### config.mk
export PLATFORM = sky130hd
export DESIGN_NAME = pipeline_ctrl_flat
export DESIGN_NICKNAME = d
export VERILOG_FILES = /design/src/rtl/pipeline_ctrl_pkg.sv /design/src/rtl/pipeline_ctrl_if.sv /design/src/rtl/pipeline_ctrl_load_use_detect.sv /design/src/rtl/pipeline_ctrl.sv /design/src/flat_wrapper.sv
export SDC_FILE = /design/constraint.sdc
export NUM_CORES = 1
export LEC_CHECK = 0
export ABC_AREA = 0
export CAP_MARGIN = 20
export CORE_ASPECT_RATIO = 1.75
export CORE_MARGIN = 5
export CORE_UTILIZATION = 51
export DETAILED_ROUTE_END_ITERATION = 8
export PLACE_DENSITY = 0.81
export SETUP_SLACK_MARGIN = 0.4
export SLEW_MARGIN = 20
export SYNTH_ARGS = -nofsm -noshare
export SYNTH_HDL_FRONTEND = slang
export SYNTH_HIERARCHICAL = 1
export SYNTH_SLANG_ARGS = --single-unit
### constraint.sdc
create_clock -name clk -period 2.86 [get_ports clk]
set_input_delay 0.286 -clock clk [delete_from_list [all_inputs] [get_ports clk]]
set_output_delay 0.286 -clock clk [all_outputs]
set_load 0.005 [all_outputs]
### src/rtl/pipeline_ctrl_pkg.sv
// Shared types for the pipeline stall/flush sequencer.
// Controller state and architectural register constants.
package pipe_ctrl_pkg;

    typedef enum logic {RUN, MWAIT} pc_state_t;

    localparam logic [4:0] REG_X0 = 5'd0;

endpackage

### src/rtl/pipeline_ctrl_if.sv
// Hazard inputs and stall/flush outputs between the
// pipeline datapath (master) and its sequencer (slave).
interface pipeline_ctrl_if #(
    parameter int CNT_W = 32
);
    logic             mem_rdE;
    logic [4:0]       waddrE;
    logic [4:0]       raddr1D;
    logic [4:0]       raddr2D;
    logic             use1D;
    logic             use2D;
    logic             br_taken;
    logic             mem_req;
    logic             mem_ack;
    logic             perf_clr;
    logic             stallF;
    logic             stallD;
    logic             stallE;
    logic             stallM;
    logic             flushD;
    logic             flushE;
    logic             flushW;
    logic             mem_err;
    logic [CNT_W-1:0] stall_cnt;
    logic [CNT_W-1:0] flush_cnt;

    modport master (
        output mem_rdE, waddrE, raddr1D, raddr2D,
        output use1D, use2D, br_taken,
        output mem_req, mem_ack, perf_clr,
        input  stallF, stallD, stallE, stallM,
        input  flushD, flushE, flushW,
        input  mem_err, stall_cnt, flush_cnt
    );

    modport slave (
        input  mem_rdE, waddrE, raddr1D, raddr2D,
        input  use1D, use2D, br_taken,
        input  mem_req, mem_ack, perf_clr,
        output stallF, stallD, stallE, stallM,
        output flushD, flushE, flushW,
        output mem_err, stall_cnt, flush_cnt
    );
endinterface

### src/rtl/pipeline_ctrl_load_use_detect.sv
// Load-use hazard compare between Execute and Decode.
// A load into x0 never creates a dependency.
module load_use_detect
    import pipe_ctrl_pkg::*;
(
    input  logic       mem_rdE,
    input  logic [4:0] waddrE,
    input  logic [4:0] raddr1D,
    input  logic [4:0] raddr2D,
    input  logic       use1D,
    input  logic       use2D,
    output logic       hazard
);

    // Decode reads a register the load in Execute is writing
    always_comb begin
        hazard = mem_rdE
               && (waddrE != REG_X0)
               && ((use1D && (waddrE == raddr1D))
                || (use2D && (waddrE == raddr2D)));
    end

endmodule

### src/rtl/pipeline_ctrl.sv
// Stall/flush sequencer: memory wait, branch flush,
// load-use stall, plus saturating performance counters.
module pipeline_ctrl
    import pipe_ctrl_pkg::*;
#(
    parameter int TIMEOUT = 16,
    parameter int CNT_W   = 32
) (
    input  logic            clk,
    input  logic            rst,
    pipeline_ctrl_if.slave  bus
);

    localparam int WAIT_W = $clog2(TIMEOUT);
    localparam logic [WAIT_W-1:0] WAIT_LAST = WAIT_W'(TIMEOUT - 1);

    pc_state_t        state;
    pc_state_t        state_nxt;
    logic [WAIT_W-1:0] wait_cnt;
    logic             lu_hit;
    logic             tmo;
    logic             mem_stall;
    logic             br_flush;
    logic             err_q;
    logic [CNT_W-1:0] stall_q;
    logic [CNT_W-1:0] flush_q;

    load_use_detect u_lud (
        .mem_rdE (bus.mem_rdE),
        .waddrE  (bus.waddrE),
        .raddr1D (bus.raddr1D),
        .raddr2D (bus.raddr2D),
        .use1D   (bus.use1D),
        .use2D   (bus.use2D),
        .hazard  (lu_hit)
    );

    // A wait that runs out of budget is released like an ack
    always_comb begin
        tmo = (state == MWAIT) && (wait_cnt == WAIT_LAST)
            && bus.mem_req && !bus.mem_ack;
        mem_stall = bus.mem_req && !bus.mem_ack && !tmo;
        br_flush  = !mem_stall && bus.br_taken;
    end

    // Next state and prioritised stall/flush decode
    always_comb begin
        state_nxt  = state;
        bus.stallF = 1'b0;
        bus.stallD = 1'b0;
        bus.stallE = 1'b0;
        bus.stallM = 1'b0;
        bus.flushD = 1'b0;
        bus.flushE = 1'b0;
        bus.flushW = 1'b0;
        if (!rst) begin
            state_nxt  = RUN;
            bus.flushD = 1'b1;
            bus.flushE = 1'b1;
        end else if (mem_stall) begin
            state_nxt  = MWAIT;
            bus.stallF = 1'b1;
            bus.stallD = 1'b1;
            bus.stallE = 1'b1;
            bus.stallM = 1'b1;
            bus.flushW = 1'b1;
        end else begin
            state_nxt = RUN;
            if (bus.br_taken) begin
                bus.flushD = 1'b1;
                bus.flushE = 1'b1;
            end else if (lu_hit) begin
                bus.stallF = 1'b1;
                bus.stallD = 1'b1;
                bus.flushE = 1'b1;
            end
        end
    end

    // State, wait counter and timeout error pulse
    always_ff @(posedge clk or negedge rst) begin
        if (!rst) begin
            state    <= RUN;
            wait_cnt <= '0;
            err_q    <= 1'b0;
        end else begin
            state    <= state_nxt;
            err_q    <= tmo;
            if ((state == MWAIT) && mem_stall)
                wait_cnt <= wait_cnt + WAIT_W'(1);
            else
                wait_cnt <= '0;
        end
    end

    // Saturating counters, clear wins over increment
    always_ff @(posedge clk or negedge rst) begin
        if (!rst) begin
            stall_q <= '0;
            flush_q <= '0;
        end else if (bus.perf_clr) begin
            stall_q <= '0;
            flush_q <= '0;
        end else begin
            if (bus.stallF && (stall_q != '1))
                stall_q <= stall_q + CNT_W'(1);
            if (br_flush && (flush_q != '1))
                flush_q <= flush_q + CNT_W'(1);
        end
    end

    assign bus.mem_err   = err_q;
    assign bus.stall_cnt = stall_q;
    assign bus.flush_cnt = flush_q;

endmodule
### src/flat_wrapper.sv
// flat-port wrapper written by rule: the top's interface ports become plain ports
module pipeline_ctrl_flat import pipe_ctrl_pkg::*;
#(
    parameter int TIMEOUT = 16,
    parameter int CNT_W   = 32
)
  (clk, rst, bus_mem_rdE, bus_waddrE, bus_raddr1D, bus_raddr2D, bus_use1D, bus_use2D, bus_br_taken, bus_mem_req, bus_mem_ack, bus_perf_clr, bus_stallF, bus_stallD, bus_stallE, bus_stallM, bus_flushD, bus_flushE, bus_flushW, bus_mem_err, bus_stall_cnt, bus_flush_cnt);
  pipeline_ctrl_if #(.CNT_W(CNT_W)) bus_i ();
  input  logic clk;
  input  logic rst;
  input wire logic [$bits(bus_i.mem_rdE)-1:0] bus_mem_rdE;
  input wire logic [$bits(bus_i.waddrE)-1:0] bus_waddrE;
  input wire logic [$bits(bus_i.raddr1D)-1:0] bus_raddr1D;
  input wire logic [$bits(bus_i.raddr2D)-1:0] bus_raddr2D;
  input wire logic [$bits(bus_i.use1D)-1:0] bus_use1D;
  input wire logic [$bits(bus_i.use2D)-1:0] bus_use2D;
  input wire logic [$bits(bus_i.br_taken)-1:0] bus_br_taken;
  input wire logic [$bits(bus_i.mem_req)-1:0] bus_mem_req;
  input wire logic [$bits(bus_i.mem_ack)-1:0] bus_mem_ack;
  input wire logic [$bits(bus_i.perf_clr)-1:0] bus_perf_clr;
  output wire logic [$bits(bus_i.stallF)-1:0] bus_stallF;
  output wire logic [$bits(bus_i.stallD)-1:0] bus_stallD;
  output wire logic [$bits(bus_i.stallE)-1:0] bus_stallE;
  output wire logic [$bits(bus_i.stallM)-1:0] bus_stallM;
  output wire logic [$bits(bus_i.flushD)-1:0] bus_flushD;
  output wire logic [$bits(bus_i.flushE)-1:0] bus_flushE;
  output wire logic [$bits(bus_i.flushW)-1:0] bus_flushW;
  output wire logic [$bits(bus_i.mem_err)-1:0] bus_mem_err;
  output wire logic [$bits(bus_i.stall_cnt)-1:0] bus_stall_cnt;
  output wire logic [$bits(bus_i.flush_cnt)-1:0] bus_flush_cnt;
  assign bus_i.mem_rdE = bus_mem_rdE;
  assign bus_i.waddrE = bus_waddrE;
  assign bus_i.raddr1D = bus_raddr1D;
  assign bus_i.raddr2D = bus_raddr2D;
  assign bus_i.use1D = bus_use1D;
  assign bus_i.use2D = bus_use2D;
  assign bus_i.br_taken = bus_br_taken;
  assign bus_i.mem_req = bus_mem_req;
  assign bus_i.mem_ack = bus_mem_ack;
  assign bus_i.perf_clr = bus_perf_clr;
  assign bus_stallF = bus_i.stallF;
  assign bus_stallD = bus_i.stallD;
  assign bus_stallE = bus_i.stallE;
  assign bus_stallM = bus_i.stallM;
  assign bus_flushD = bus_i.flushD;
  assign bus_flushE = bus_i.flushE;
  assign bus_flushW = bus_i.flushW;
  assign bus_mem_err = bus_i.mem_err;
  assign bus_stall_cnt = bus_i.stall_cnt;
  assign bus_flush_cnt = bus_i.flush_cnt;
  pipeline_ctrl #(.TIMEOUT(TIMEOUT), .CNT_W(CNT_W)) u_core (.clk(clk), .rst(rst), .bus(bus_i));
endmodule
==> impl_metrics.yaml <==
outcome:
  status: "finished clean"
clock_network:
  clockBufferDepth: 2
  clk_latency_ns: 0.33
  cts_buffers: 9
  cts_root_buffer: "clkbuf_16"
  cts_sinks: 70
  cts_tree: "built"
  clkTransAtPathRegs_ns: 0.06
  htreeDepth: 3
critical_path:
  crit_path_start_kind: "input pin"
  cpMaxStageDelayCell: "or4_4"
  cp_cell_sequence: "clkdlybuf4s15_1 > xor2_1 > nor4_2 > nand3_1 > a21oi_2 > and3b_2 > a21oi_4 > inv_2 > buf_4 > o311ai_4 > or4_4 > a21oi_1"
  arrival_ns: 2.61
  worstSetupPathType: "input pin to flop"
  required_ns: 3.09
  cp_top_family: "simple AND/OR/NAND/NOR gates"
  cp_max_fo: 5
  crit_buf_inv: 3
  slowest_delay_ns: 0.46
  crit_path_end_kind: "flop"
synth:
  synth-edff-count: 0
  ys.flop_type: "dfrtp_1"
  seq_area_frac_synth: 0.425
  synth_nets: 468
  synthCells: 441
  synthTopCellsByArea: "dfrtp_1, a21oi_1, nor2_1"
  syn_avg_cell_area_um2: 9.35
  yosysMostFrequentCell: "dfrtp_1"
  synth_top_area_frac: 0.425
  ys_seq_elements: 70
  yosys.area.top_type: "dfrtp_1"
  synth-async-reset-ratio: 1.00
  ys_types: 61
  synth.top_cells.by_count: "dfrtp_1, nor2_1, a21oi_1"
  syn_area_um2: 4120
  ys_warn_count: 6
floorplanning:
  start_util: 0.521
  die-area_um2: 10100
  io_pins: 96
  die_w_um: 78.0
  core_region_area_um2: 7910
  rows: 43
  die_h_um: 129
placement:
  place_hpwl_mm: 8.27
  gp_congestion: 0.946
  pre_cts_ws_ns: -0.0976
  portBuffers: 95
  dp.cells: 623
global_route:
  antenna_found_initial: 0
  track_usage: 0.239
  grt_pass1_wl_mm: 19.5
  overflow: 0
  grt_pass1_vias: 3920
  grt_start_max_net_pins: 61
power_and_ir_drop:
  seq_power_share: 0.449
  p_switching_mw: 0.500
  powerDensity_nw_per_um2: 393
  ir_drop_mv: 0.316
  power.leakage_nw: 2.30
  p_sw_frac: 0.224
  p_comb_frac: 0.069
  pwr-share-clk: 0.481
  p_int_mw: 1.73
layout:
  multi_input_area_um2: 2380
  fillerInstances: 602
  antenna_cells: 0
  fin_cells: 647
  drive_gt1_frac: 0.162
  seq_area_um2: 1750
  fin_nets: 579
  area_growth_pct: 37.8
timing:
  fmax_mhz: 419
  finalCritPeriodShare: 0.834
  slew_headroom: 0.434
  setup_slack_ns: 0.474
  rsz0062_at_grt: "true"
  fin_crit_ns: 2.39
  worstMarginPinSlew_ns: 0.841
  setup_viol: 0
  skew_ns: 0.00692
  hold_viol: 0
  slew_viol_final: 0
routing:
  post_drt_wl_per_cell_um: 18.7
  vias: 4004
  via_per_inst: 6.19
  ant_nets: 0
  drc: 0
  drt_first_pass_iters: 4
  drt_iter0_markers: 280
  drt_wl_total_mm: 12.1
hold_path:
  min_path_type: "input pin to flop"
flow_run:
  drv_cap: 0
## through the flow
step           total power [mW]   util  hold WS (ns)  area (um2)  TNS [ns]
2_1_floorplan              1.08      -      -0.00959        4120         0
3_3_place_gp               1.16  0.656         0.191        5190   -0.0469
3_5_place_dp               1.17  0.656         0.199        5190    -0.416
4_1_cts                    2.24  0.703         0.431        5560         0
5_1_grt                    2.31  0.718         0.446        5680         0
6_report                   2.23  0.718         0.440        5680         0
## worst register-to-register path: stages (launching register included)
cell       delay (ns)
dfrtp_1          0.45
ha_1             0.27
and3_1           0.23
and2_1           0.21
a2111oi_2        0.31
buf_4            0.24
and3b_1          0.18
mux2_1           0.32
## routing by layer
layer  vias up  wire [um]  share of wire  track usage
met5         -          0              0            0
met4         0        280          0.023       0.0886
met3        27        785          0.065       0.0630
met2       151       6600           0.55        0.433
met1      1938       4420           0.37        0.265
li1       1888          -              -            -
## final timing paths
| check | start | endpoint | slack, ns | cells past startpoint |
|---|---|---|---|---|
| min reg2reg | u_core/wait_cnt[0]$_DFF_PN0_ | u_core/wait_cnt[0]$_DFF_PN0_ | 0.47 | 1 |
| min | bus_perf_clr | u_core/bus.flush_cnt[12]$_DFFE_PN0P_ | 0.44 | 2 |
| max | bus_raddr2D[1] | u_core/bus.stall_cnt[7]$_DFFE_PN0P_ | 0.47 | 12 |
| min in group asynchronous | rst | u_core/state$_DFF_PN0_ | 0.45 | 2 |
| max reg2reg | u_core/bus.flush_cnt[0]$_DFFE_PN0P_ | u_core/bus.flush_cnt[29]$_DFFE_PN0P_ | 0.52 | 7 |
| max in group asynchronous | rst | u_core/bus.stall_cnt[31]$_DFFE_PN0P_ | 1.40 | 3 |
## registers in the layout, summed over array words and instances (netlist names)
signal,count
u_core/bus.flush_cnt,32
u_core/state,1
u_core/bus.stall_cnt,32
u_core/bus.mem_err,1
u_core/wait_cnt,4
## layout by cell type (no fill, tap or decap), types with 4 or more instances in the layout
cell type / n
xor2_1: 9
a31o_2: 7
mux2_2: 7
a21oi_1: 35
or3_1: 16
dlymetal6s2s_1: 9
xnor2_1: 14
or4_1: 9
inv_1: 7
nand2_1: 33
dfrtp_1: 70
nor3_1: 5
or4_4: 4
o21ai_0: 16
mux2i_1: 4
nor4_1: 6
and3_1: 6
clkdlybuf4s50_1: 78
o311ai_4: 4
nand4_1: 13
nor2_1: 43
and4_1: 9
and2_1: 5
clkbuf_2: 4
clkinv_2: 4
buf_4: 17
o31ai_1: 10
nand3_1: 25
clkbuf_16: 9
nor2b_1: 8
## logic make-up after synthesis
| logic type | synth area share |
|---|---|
| simple gates | 0.290 |
| compound gates | 0.164 |
| flops | 0.425 |
| buf+inv | 0.0297 |
| xor+xnor | 0.0510 |
| mux | 0.0316 |
| fa+ha+maj | 0.00910 |
## layout make-up
class / instances / area share
inverter: 8 / 0.00529
clock inverter: 5 / 0.00881
multi-input combinational: 347 / 0.419
tap: 90 / 0.0198
clock buffer: 11 / 0.0410
sequential: 70 / 0.308
timing repair buffer: 116 / 0.198
## power by group through the flow
stage | combinational [mW] | clock [mW] | sequential, mW
2_1_floorplan | 0.0569 | 0 | 1.02
4_1_cts | 0.153 | 1.09 | 1.00
3_3_place_gp | 0.144 | 0 | 1.02
3_5_place_dp | 0.147 | 0 | 1.02
6_report | 0.155 | 1.07 | 1.00
5_1_grt | 0.168 | 1.14 | 1.00
## what timing repair did
| action | 4_1_cts | 5_1_grt |
|---|---|---|
| endpoints found under the setup margin | 27 | 34 |
| gates resized for setup | 20 | 30 |
| pin swaps | 9 | 11 |
| buffers inserted | 2 | 4 |
| gates cloned | 0 | 1 |
| hold buffers | 1 | 0 |
| endpoints found under the hold margin | 10 | 0 |
(Power assumes the default switching activity.)
